[config.mk]
export PLATFORM = sky130hd
export DESIGN_NAME = period_energy_integrator_flat
export DESIGN_NICKNAME = d
export VERILOG_FILES = /design/src/rtl/period_energy_integrator_if.sv /design/src/rtl/period_energy_integrator.sv /design/src/flat_wrapper.sv
export SDC_FILE = /design/constraint.sdc
export NUM_CORES = 2
export LEC_CHECK = 0
export BUFFER_PORTS_ARGS = -buffer_cell sky130_fd_sc_hd__buf_2
export CAP_MARGIN = 20
export CORE_ASPECT_RATIO = 0.8
export CORE_UTILIZATION = 45
export DETAILED_ROUTE_END_ITERATION = 12
export GPL_TIMING_DRIVEN = 0
export SETUP_SLACK_MARGIN = 0.15
export SYNTH_ARGS = -nofsm -noshare
export SYNTH_HDL_FRONTEND = slang
export SYNTH_SLANG_ARGS = --single-unit
[constraint.sdc]
create_clock -name clk -period 19.2 [get_ports clk]
set_clock_uncertainty 0.2 [all_clocks]
set_input_delay 0.96 -clock clk [delete_from_list [all_inputs] [get_ports clk]]
set_output_delay 0.96 -clock clk [all_outputs]
set_load 0.1 [all_outputs]
[src/rtl/period_energy_integrator_if.sv]
// Sample/control bundle and result bus for the period energy integrator.
interface period_energy_integrator_if #(
  parameter int SAMPLE_WIDTH = 16,
  parameter int ACC_WIDTH    = 64,
  parameter int CNT_WIDTH    = 32
);
  logic [SAMPLE_WIDTH-1:0] in_sample;
  logic                    in_valid;
  logic                    int_start;
  logic                    int_stop;
  logic                    clear;
  logic [ACC_WIDTH-1:0]    out_sum_sq;
  logic [ACC_WIDTH-1:0]    out_sum;
  logic [CNT_WIDTH-1:0]    out_count;
  logic [SAMPLE_WIDTH-1:0] out_peak;
  logic                    out_overflow;
  logic                    out_valid;
  logic                    busy;

  modport master (
    output in_sample, in_valid, int_start, int_stop, clear,
    input  out_sum_sq, out_sum, out_count, out_peak, out_overflow, out_valid, busy
  );

  modport slave (
    input  in_sample, in_valid, int_start, int_stop, clear,
    output out_sum_sq, out_sum, out_count, out_peak, out_overflow, out_valid, busy
  );
endinterface

[src/rtl/period_energy_integrator.sv]
// Integrates sum, sum of squares, count and peak |x| of a signed sample stream
// over one zero-crossing window and publishes the result with a one-cycle strobe.
// Optional peak tracker: define PERIOD_ENERGY_PEAK_EN; otherwise out_peak is 0.
//
// state | meaning
// IDLE  | waiting for int_start
// ACCUM | window open, accumulating valid samples
// DONE  | window closed; result is published one cycle later
//
// ACC_WIDTH must be at least 2*SAMPLE_WIDTH so one square always fits.
module period_energy_integrator #(
  parameter int SAMPLE_WIDTH = 16,
  parameter int ACC_WIDTH    = 64,
  parameter int CNT_WIDTH    = 32
) (
  input logic                   clk,
  input logic                   rst,
  period_energy_integrator_if.slave bus
);
  typedef enum logic [1:0] {IDLE, ACCUM, DONE} state_t;

  state_t state, state_nx;
  logic   load, add, pend, publish;

  logic [ACC_WIDTH-1:0] acc_sq, acc_sum, nx_sq, nx_sum, base_sq, base_sum;
  logic [CNT_WIDTH-1:0] acc_cnt, nx_cnt, base_cnt;
  logic                 acc_ovf, nx_ovf, base_ovf;

  logic signed [SAMPLE_WIDTH-1:0]   smp;
  logic signed [2*SAMPLE_WIDTH-1:0] smp_w, sq_s;
  logic        [2*SAMPLE_WIDTH-1:0] sq_u;
  logic        [ACC_WIDTH:0]        sq_ext, sq_tmp;
  logic signed [ACC_WIDTH:0]        smp_x, sum_tmp;
  logic        [CNT_WIDTH:0]        cnt_tmp;

  assign smp   = $signed(bus.in_sample);
  assign smp_w = smp;
  assign sq_s  = smp_w * smp_w;
  assign sq_u  = sq_s;
  assign smp_x = smp;

  // The delayed publish lets the result land exactly two edges after DONE is entered.
  assign publish  = pend && !bus.clear;
  assign bus.busy = (state != IDLE);

  // State register
  always_ff @(posedge clk) begin
    if (!rst) state <= IDLE;
    else      state <= state_nx;
  end

  // Next state; clear beats start, start beats stop
  always_comb begin
    state_nx = state;
    load     = 1'b0;
    add      = 1'b0;
    if (bus.clear) begin
      state_nx = IDLE;
    end else begin
      case (state)
        IDLE: begin
          if (bus.int_start) begin
            state_nx = ACCUM;
            load     = 1'b1;
          end
        end
        ACCUM: begin
          if (bus.int_start) begin
            load = 1'b1;
          end else begin
            add = 1'b1;
            if (bus.int_stop) state_nx = DONE;
          end
        end
        DONE:    state_nx = IDLE;
        default: state_nx = IDLE;
      endcase
    end
  end

  // Saturating accumulation of the current sample onto either zero (new window) or the running totals
  always_comb begin
    base_sq  = load ? '0 : acc_sq;
    base_sum = load ? '0 : acc_sum;
    base_cnt = load ? '0 : acc_cnt;
    base_ovf = load ? 1'b0 : acc_ovf;
    sq_ext   = '0;
    sq_ext[2*SAMPLE_WIDTH-1:0] = sq_u;
    sq_tmp   = {1'b0, base_sq} + sq_ext;
    sum_tmp  = $signed({base_sum[ACC_WIDTH-1], base_sum}) + smp_x;
    cnt_tmp  = {1'b0, base_cnt} + (CNT_WIDTH+1)'(1);
    nx_sq    = base_sq;
    nx_sum   = base_sum;
    nx_cnt   = base_cnt;
    nx_ovf   = base_ovf;
    if (bus.in_valid) begin
      if (sq_tmp[ACC_WIDTH]) begin
        nx_sq  = '1;
        nx_ovf = 1'b1;
      end else begin
        nx_sq = sq_tmp[ACC_WIDTH-1:0];
      end
      if (sum_tmp[ACC_WIDTH] != sum_tmp[ACC_WIDTH-1]) begin
        nx_ovf = 1'b1;
        nx_sum = sum_tmp[ACC_WIDTH] ? {1'b1, {(ACC_WIDTH-1){1'b0}}}
                                    : {1'b0, {(ACC_WIDTH-1){1'b1}}};
      end else begin
        nx_sum = sum_tmp[ACC_WIDTH-1:0];
      end
      if (cnt_tmp[CNT_WIDTH]) begin
        nx_cnt = '1;
        nx_ovf = 1'b1;
      end else begin
        nx_cnt = cnt_tmp[CNT_WIDTH-1:0];
      end
    end
  end

  // Accumulator registers
  always_ff @(posedge clk) begin
    if (!rst || bus.clear) begin
      acc_sq  <= '0;
      acc_sum <= '0;
      acc_cnt <= '0;
      acc_ovf <= 1'b0;
    end else if (load || add) begin
      acc_sq  <= nx_sq;
      acc_sum <= nx_sum;
      acc_cnt <= nx_cnt;
      acc_ovf <= nx_ovf;
    end
  end

  // Result publication: accumulators are frozen through DONE and the following edge
  always_ff @(posedge clk) begin
    if (!rst) begin
      pend             <= 1'b0;
      bus.out_valid    <= 1'b0;
      bus.out_sum_sq   <= '0;
      bus.out_sum      <= '0;
      bus.out_count    <= '0;
      bus.out_overflow <= 1'b0;
    end else begin
      pend          <= (state == DONE) && !bus.clear;
      bus.out_valid <= publish;
      if (publish) begin
        bus.out_sum_sq   <= acc_sq;
        bus.out_sum      <= acc_sum;
        bus.out_count    <= acc_cnt;
        bus.out_overflow <= acc_ovf;
      end
    end
  end

`ifdef PERIOD_ENERGY_PEAK_EN
  logic [SAMPLE_WIDTH-1:0] acc_peak, base_peak, nx_peak, mag;

  // Magnitude as unsigned, so the most negative sample maps to 2^(SAMPLE_WIDTH-1)
  always_comb begin
    mag       = smp[SAMPLE_WIDTH-1] ? (~bus.in_sample + 1'b1) : bus.in_sample;
    base_peak = load ? '0 : acc_peak;
    nx_peak   = base_peak;
    if (bus.in_valid && (mag > base_peak)) nx_peak = mag;
  end

  // Peak tracker and its published copy
  always_ff @(posedge clk) begin
    if (!rst) begin
      acc_peak     <= '0;
      bus.out_peak <= '0;
    end else begin
      if (bus.clear)          acc_peak <= '0;
      else if (load || add)   acc_peak <= nx_peak;
      if (publish) bus.out_peak <= acc_peak;
    end
  end
`else
  assign bus.out_peak = '0;
`endif
endmodule
[src/flat_wrapper.sv]
// flat-port wrapper written by rule: the top's interface ports become plain ports
module period_energy_integrator_flat 
#(
  parameter int SAMPLE_WIDTH = 16,
  parameter int ACC_WIDTH    = 64,
  parameter int CNT_WIDTH    = 32
)
  (clk, rst, bus_in_sample, bus_in_valid, bus_int_start, bus_int_stop, bus_clear, bus_out_sum_sq, bus_out_sum, bus_out_count, bus_out_peak, bus_out_overflow, bus_out_valid, bus_busy);
  period_energy_integrator_if #(.SAMPLE_WIDTH(SAMPLE_WIDTH), .ACC_WIDTH(ACC_WIDTH), .CNT_WIDTH(CNT_WIDTH)) bus_i ();
  input logic clk;
  input logic rst;
  input wire logic [$bits(bus_i.in_sample)-1:0] bus_in_sample;
  input wire logic [$bits(bus_i.in_valid)-1:0] bus_in_valid;
  input wire logic [$bits(bus_i.int_start)-1:0] bus_int_start;
  input wire logic [$bits(bus_i.int_stop)-1:0] bus_int_stop;
  input wire logic [$bits(bus_i.clear)-1:0] bus_clear;
  output wire logic [$bits(bus_i.out_sum_sq)-1:0] bus_out_sum_sq;
  output wire logic [$bits(bus_i.out_sum)-1:0] bus_out_sum;
  output wire logic [$bits(bus_i.out_count)-1:0] bus_out_count;
  output wire logic [$bits(bus_i.out_peak)-1:0] bus_out_peak;
  output wire logic [$bits(bus_i.out_overflow)-1:0] bus_out_overflow;
  output wire logic [$bits(bus_i.out_valid)-1:0] bus_out_valid;
  output wire logic [$bits(bus_i.busy)-1:0] bus_busy;
  assign bus_i.in_sample = bus_in_sample;
  assign bus_i.in_valid = bus_in_valid;
  assign bus_i.int_start = bus_int_start;
  assign bus_i.int_stop = bus_int_stop;
  assign bus_i.clear = bus_clear;
  assign bus_out_sum_sq = bus_i.out_sum_sq;
  assign bus_out_sum = bus_i.out_sum;
  assign bus_out_count = bus_i.out_count;
  assign bus_out_peak = bus_i.out_peak;
  assign bus_out_overflow = bus_i.out_overflow;
  assign bus_out_valid = bus_i.out_valid;
  assign bus_busy = bus_i.busy;
  period_energy_integrator #(.SAMPLE_WIDTH(SAMPLE_WIDTH), .ACC_WIDTH(ACC_WIDTH), .CNT_WIDTH(CNT_WIDTH)) u_core (.clk(clk), .rst(rst), .bus(bus_i));
endmodule
==> flow_results.xml <==
<?xml version="1.0" encoding="UTF-8"?>
<metrics>
  <group name="status">
    <metric name="outcome" unit="">finished clean</metric>
  </group>
  <group name="floorplanning">
    <metric name="design.die.area" unit="mm2">0.0662</metric>
    <metric name="placement_rows" unit="">83</metric>
    <metric name="core_region_area" unit="mm2">0.0643</metric>
    <metric name="dieWidth" unit="um">288</metric>
    <metric name="floorplan.die.height" unit="um">230</metric>
    <metric name="floorplan.initialDensity" unit="">0.457</metric>
    <metric name="io_pins" unit="">201</metric>
  </group>
  <group name="synthesis">
    <metric name="syn_avg_cell_area" unit="um2">7.91</metric>
    <metric name="post_synth_inst_count" unit="">3712</metric>
    <metric name="ys.warnings.count" unit="">0</metric>
    <metric name="synth.ff_latch_count" unit="">326</metric>
    <metric name="synth-async-reset-ratio" unit="">0</metric>
    <metric name="post_synth_edffs" unit="">0</metric>
    <metric name="post_synth_num_cell_types" unit="">89</metric>
    <metric name="yosysSeqAreaShare" unit="">0.222</metric>
    <metric name="synth_ff_type" unit="">sky130_fd_sc_hd__dfxtp_1</metric>
    <metric name="syn_area" unit="mm2">0.0293</metric>
  </group>
  <group name="timing">
    <metric name="post-route-min-period" unit="ns">11.13</metric>
    <metric name="finalMaxSlewViolations" unit="">0</metric>
    <metric name="timing.slew.headroom" unit="">0.226</metric>
    <metric name="worst-slew-pin-transition" unit="ns">1.16</metric>
    <metric name="setup_viol_count_final" unit="">0</metric>
    <metric name="setup_tns" unit="ns">0</metric>
    <metric name="rsz_0062_raised_after_global_routing" unit="">no</metric>
    <metric name="finalHoldViolCount" unit="">0</metric>
    <metric name="max_clock_freq" unit="MHz">89.8</metric>
    <metric name="final_min_period_over_clock_period" unit="">0.580</metric>
  </group>
  <group name="grt">
    <metric name="largest_net_degree_at_the_start_of_global_routing" unit="">38</metric>
    <metric name="gr-total-overflow" unit="">0</metric>
    <metric name="wire_length_of_the_first_global_routing_pass" unit="mm">153</metric>
    <metric name="grt_antenna_before_repair" unit="">4</metric>
    <metric name="first_global_vias" unit="">26243</metric>
    <metric name="global_route.usage.total" unit="">0.296</metric>
  </group>
  <group name="cts">
    <metric name="cts_setup_buffers" unit="">0</metric>
    <metric name="h-tree-depth" unit="">2</metric>
    <metric name="cts-buffers-inserted" unit="">37</metric>
    <metric name="worst_skew_pair.late_latency" unit="ns">0.56</metric>
    <metric name="cts.clk_slew.worst_paths" unit="ns">0.06</metric>
    <metric name="cts_num_sinks" unit="">326</metric>
    <metric name="clock_root_buffer" unit="">sky130_fd_sc_hd__clkbuf_16</metric>
    <metric name="cts.hold.buffers_added" unit="">0</metric>
    <metric name="clockBufferDepth" unit="">3</metric>
    <metric name="cts_resized" unit="">0</metric>
    <metric name="tritoncts_clock_tree" unit="">yes</metric>
  </group>
  <group name="flow_run">
    <metric name="cap_violations" unit="">0</metric>
  </group>
  <group name="place">
    <metric name="gp_congestion" unit="">0.960</metric>
    <metric name="port_buffers" unit="">182</metric>
    <metric name="placed_cells_incl_taps" unit="">4761</metric>
    <metric name="dp_hpwl" unit="mm">76.5</metric>
  </group>
  <group name="routing">
    <metric name="ant_nets" unit="">0</metric>
    <metric name="vias" unit="">27487</metric>
    <metric name="drt-wirelength-per-cell" unit="um">20.3</metric>
    <metric name="initialDrtViolationCount" unit="">2511</metric>
    <metric name="post_drt_via_cell_ratio" unit="">5.70</metric>
    <metric name="routed_wirelength" unit="mm">97.7</metric>
    <metric name="route.detailed.drc" unit="">0</metric>
    <metric name="dr.pass1.iters" unit="">7</metric>
  </group>
  <group name="final_layout">
    <metric name="layout.area.seq" unit="mm2">0.00653</metric>
    <metric name="commonest_cells_after_routing_fill_and_taps_aside" unit="">sky130_fd_sc_hd__nand2_1 (609), sky130_fd_sc_hd__inv_1 (392), sky130_fd_sc_hd__dfxtp_1 (326), sky130_fd_sc_hd__a21oi_1 (278), sky130_fd_sc_hd__fa_1 (237)</metric>
    <metric name="most_common_cell_after_layout_fill_and_taps_aside" unit="">sky130_fd_sc_hd__nand2_1</metric>
    <metric name="stdcell_count" unit="">4825</metric>
    <metric name="share_of_final_layout_standard_cells_stronger_than_drive_strength_1" unit="">0.0893</metric>
    <metric name="multi_input_area" unit="mm2">0.0204</metric>
    <metric name="area_growth_syn_to_layout" unit="%">11.4</metric>
    <metric name="num-fill-cells" unit="">6445</metric>
    <metric name="fin_nets" unit="">4397</metric>
    <metric name="antenna_cells_inserted" unit="">0</metric>
    <metric name="final_core_util" unit="">0.508</metric>
  </group>
  <group name="critical_path">
    <metric name="critical_path_class" unit="">input pin to register</metric>
    <metric name="timing.critical_path.max_delay_family" unit="">adder cells</metric>
    <metric name="worstSetupStartpointType" unit="">input pin</metric>
    <metric name="cp.arrival" unit="ns">11.31</metric>
    <metric name="path_common_cell" unit="">sky130_fd_sc_hd__fa_1</metric>
    <metric name="critPathMaxStageDelay" unit="ns">0.55</metric>
    <metric name="critPathMaxFanout" unit="">10</metric>
    <metric name="crit_slowest_cell" unit="">sky130_fd_sc_hd__fa_1</metric>
    <metric name="setup.worst_path.end_class" unit="">register</metric>
    <metric name="worst-path-buf-inv" unit="">9</metric>
    <metric name="critical_path_required" unit="ns">19.38</metric>
  </group>
  <group name="worst_hold_path">
    <metric name="hold_class" unit="">register to register</metric>
  </group>
</metrics>
logic make-up (layout without fill, tap and decap cells):
| logic type | Yosys count | in the layout | share of synthesized area |
|---|---|---|---|
| buffers and inverters | 616 | 864 | 0.0829 |
| multiplexers | 5 | 5 | 0.00175 |
| flip-flops | 326 | 326 | 0.222 |
| AND/OR/NAND/NOR | 1223 | 1223 | 0.190 |
| AO/OA/AOI/OAI | 997 | 997 | 0.226 |
| other | 1 | 16 | 0.000128 |
| adder cells (fa/ha/maj) | 424 | 424 | 0.241 |
| XOR/XNOR | 120 | 120 | 0.0358 |
Yosys cell counts (62+ instances only):
master,n,share of area
sky130_fd_sc_hd__inv_1,392,0.050
sky130_fd_sc_hd__a21boi_0,170,0.043
sky130_fd_sc_hd__nand3_1,102,0.017
sky130_fd_sc_hd__a21oi_1,278,0.047
sky130_fd_sc_hd__xnor2_1,76,0.023
sky130_fd_sc_hd__a21o_1,62,0.016
sky130_fd_sc_hd__fa_1,237,0.16
sky130_fd_sc_hd__and2_1,140,0.030
sky130_fd_sc_hd__o21ai_0,151,0.026
sky130_fd_sc_hd__ha_1,187,0.080
sky130_fd_sc_hd__dfxtp_1,326,0.22
sky130_fd_sc_hd__clkbuf_1,171,0.022
sky130_fd_sc_hd__nand2_1,609,0.078
sky130_fd_sc_hd__nor2_1,175,0.022
registers in the layout, summed over array words and instances (netlist names):
name / flops
u_core.bus.out_sum_sq: 64
u_core.bus.out_valid: 1
u_core.acc_sum: 64
u_core.state: 2
u_core.acc_ovf: 1
u_core.bus.out_overflow: 1
u_core.bus.out_sum: 64
u_core.pend: 1
u_core.acc_cnt: 32
u_core.bus.out_count: 32
u_core.acc_sq: 64
worst register-to-register path: cells and delay by family (launching register included):
| family | cells | cell delay (ns) |
|---|---|---|
| simple gates | 5 | 1.79 |
| fa+ha+maj | 2 | 0.67 |
| compound gates | 6 | 1.70 |
| flops | 1 | 0.47 |
| buf+inv | 4 | 1.60 |
| mux | 1 | 0.61 |
final timing paths:
path / slack (ns) / depth (start not counted) / from / end
setup / recovery: 8.07 / 36 / bus_in_sample[10] / u_core.acc_sq[6]
hold / removal: 0.26 / 2 / u_core.bus.out_sum[1] / u_core.bus.out_sum[1]
setup reg to reg: 12.00 / 18 / u_core.state[1] / u_core.acc_sum[0]
hold reg to reg: 0.26 / 2 / u_core.bus.out_sum[1] / u_core.bus.out_sum[1]
cell type report:
type,count,share of cell area
Multi-Input combinational cell,2785,0.626
Sequential cell,326,0.200
Inverter,393,0.0451
Tap cell,850,0.0325
Clock buffer,46,0.0306
Timing Repair Buffer,185,0.0294
Buffer,223,0.0293
Clock inverter,17,0.00781
through the flow:
step                instance area, um2  hold WS, ns  setup WS [ns]
global route                     32700        0.276           7.52
global placement                 31400        0.248           7.26
CTS                              32700        0.256           8.24
finish                           32700        0.256           8.07
floorplan                        29400        0.235          10.08
detailed placement               31400        0.251           7.73
metal layers:
| layer | track usage | part of all wire | vias up |
|---|---|---|---|
| li1 | - | - | 13025 |
| met1 | 0.439 | 0.47 | 13174 |
| met4 | 0.0690 | 0.022 | 2 |
| met2 | 0.440 | 0.42 | 1152 |
| met5 | 0 | 0.00013 | - |
| met3 | 0.0546 | 0.092 | 134 |
Power is left out: the tool's default activity adds up to more than one toggle a clock period on the data nets, which glitch-free logic cannot reach.
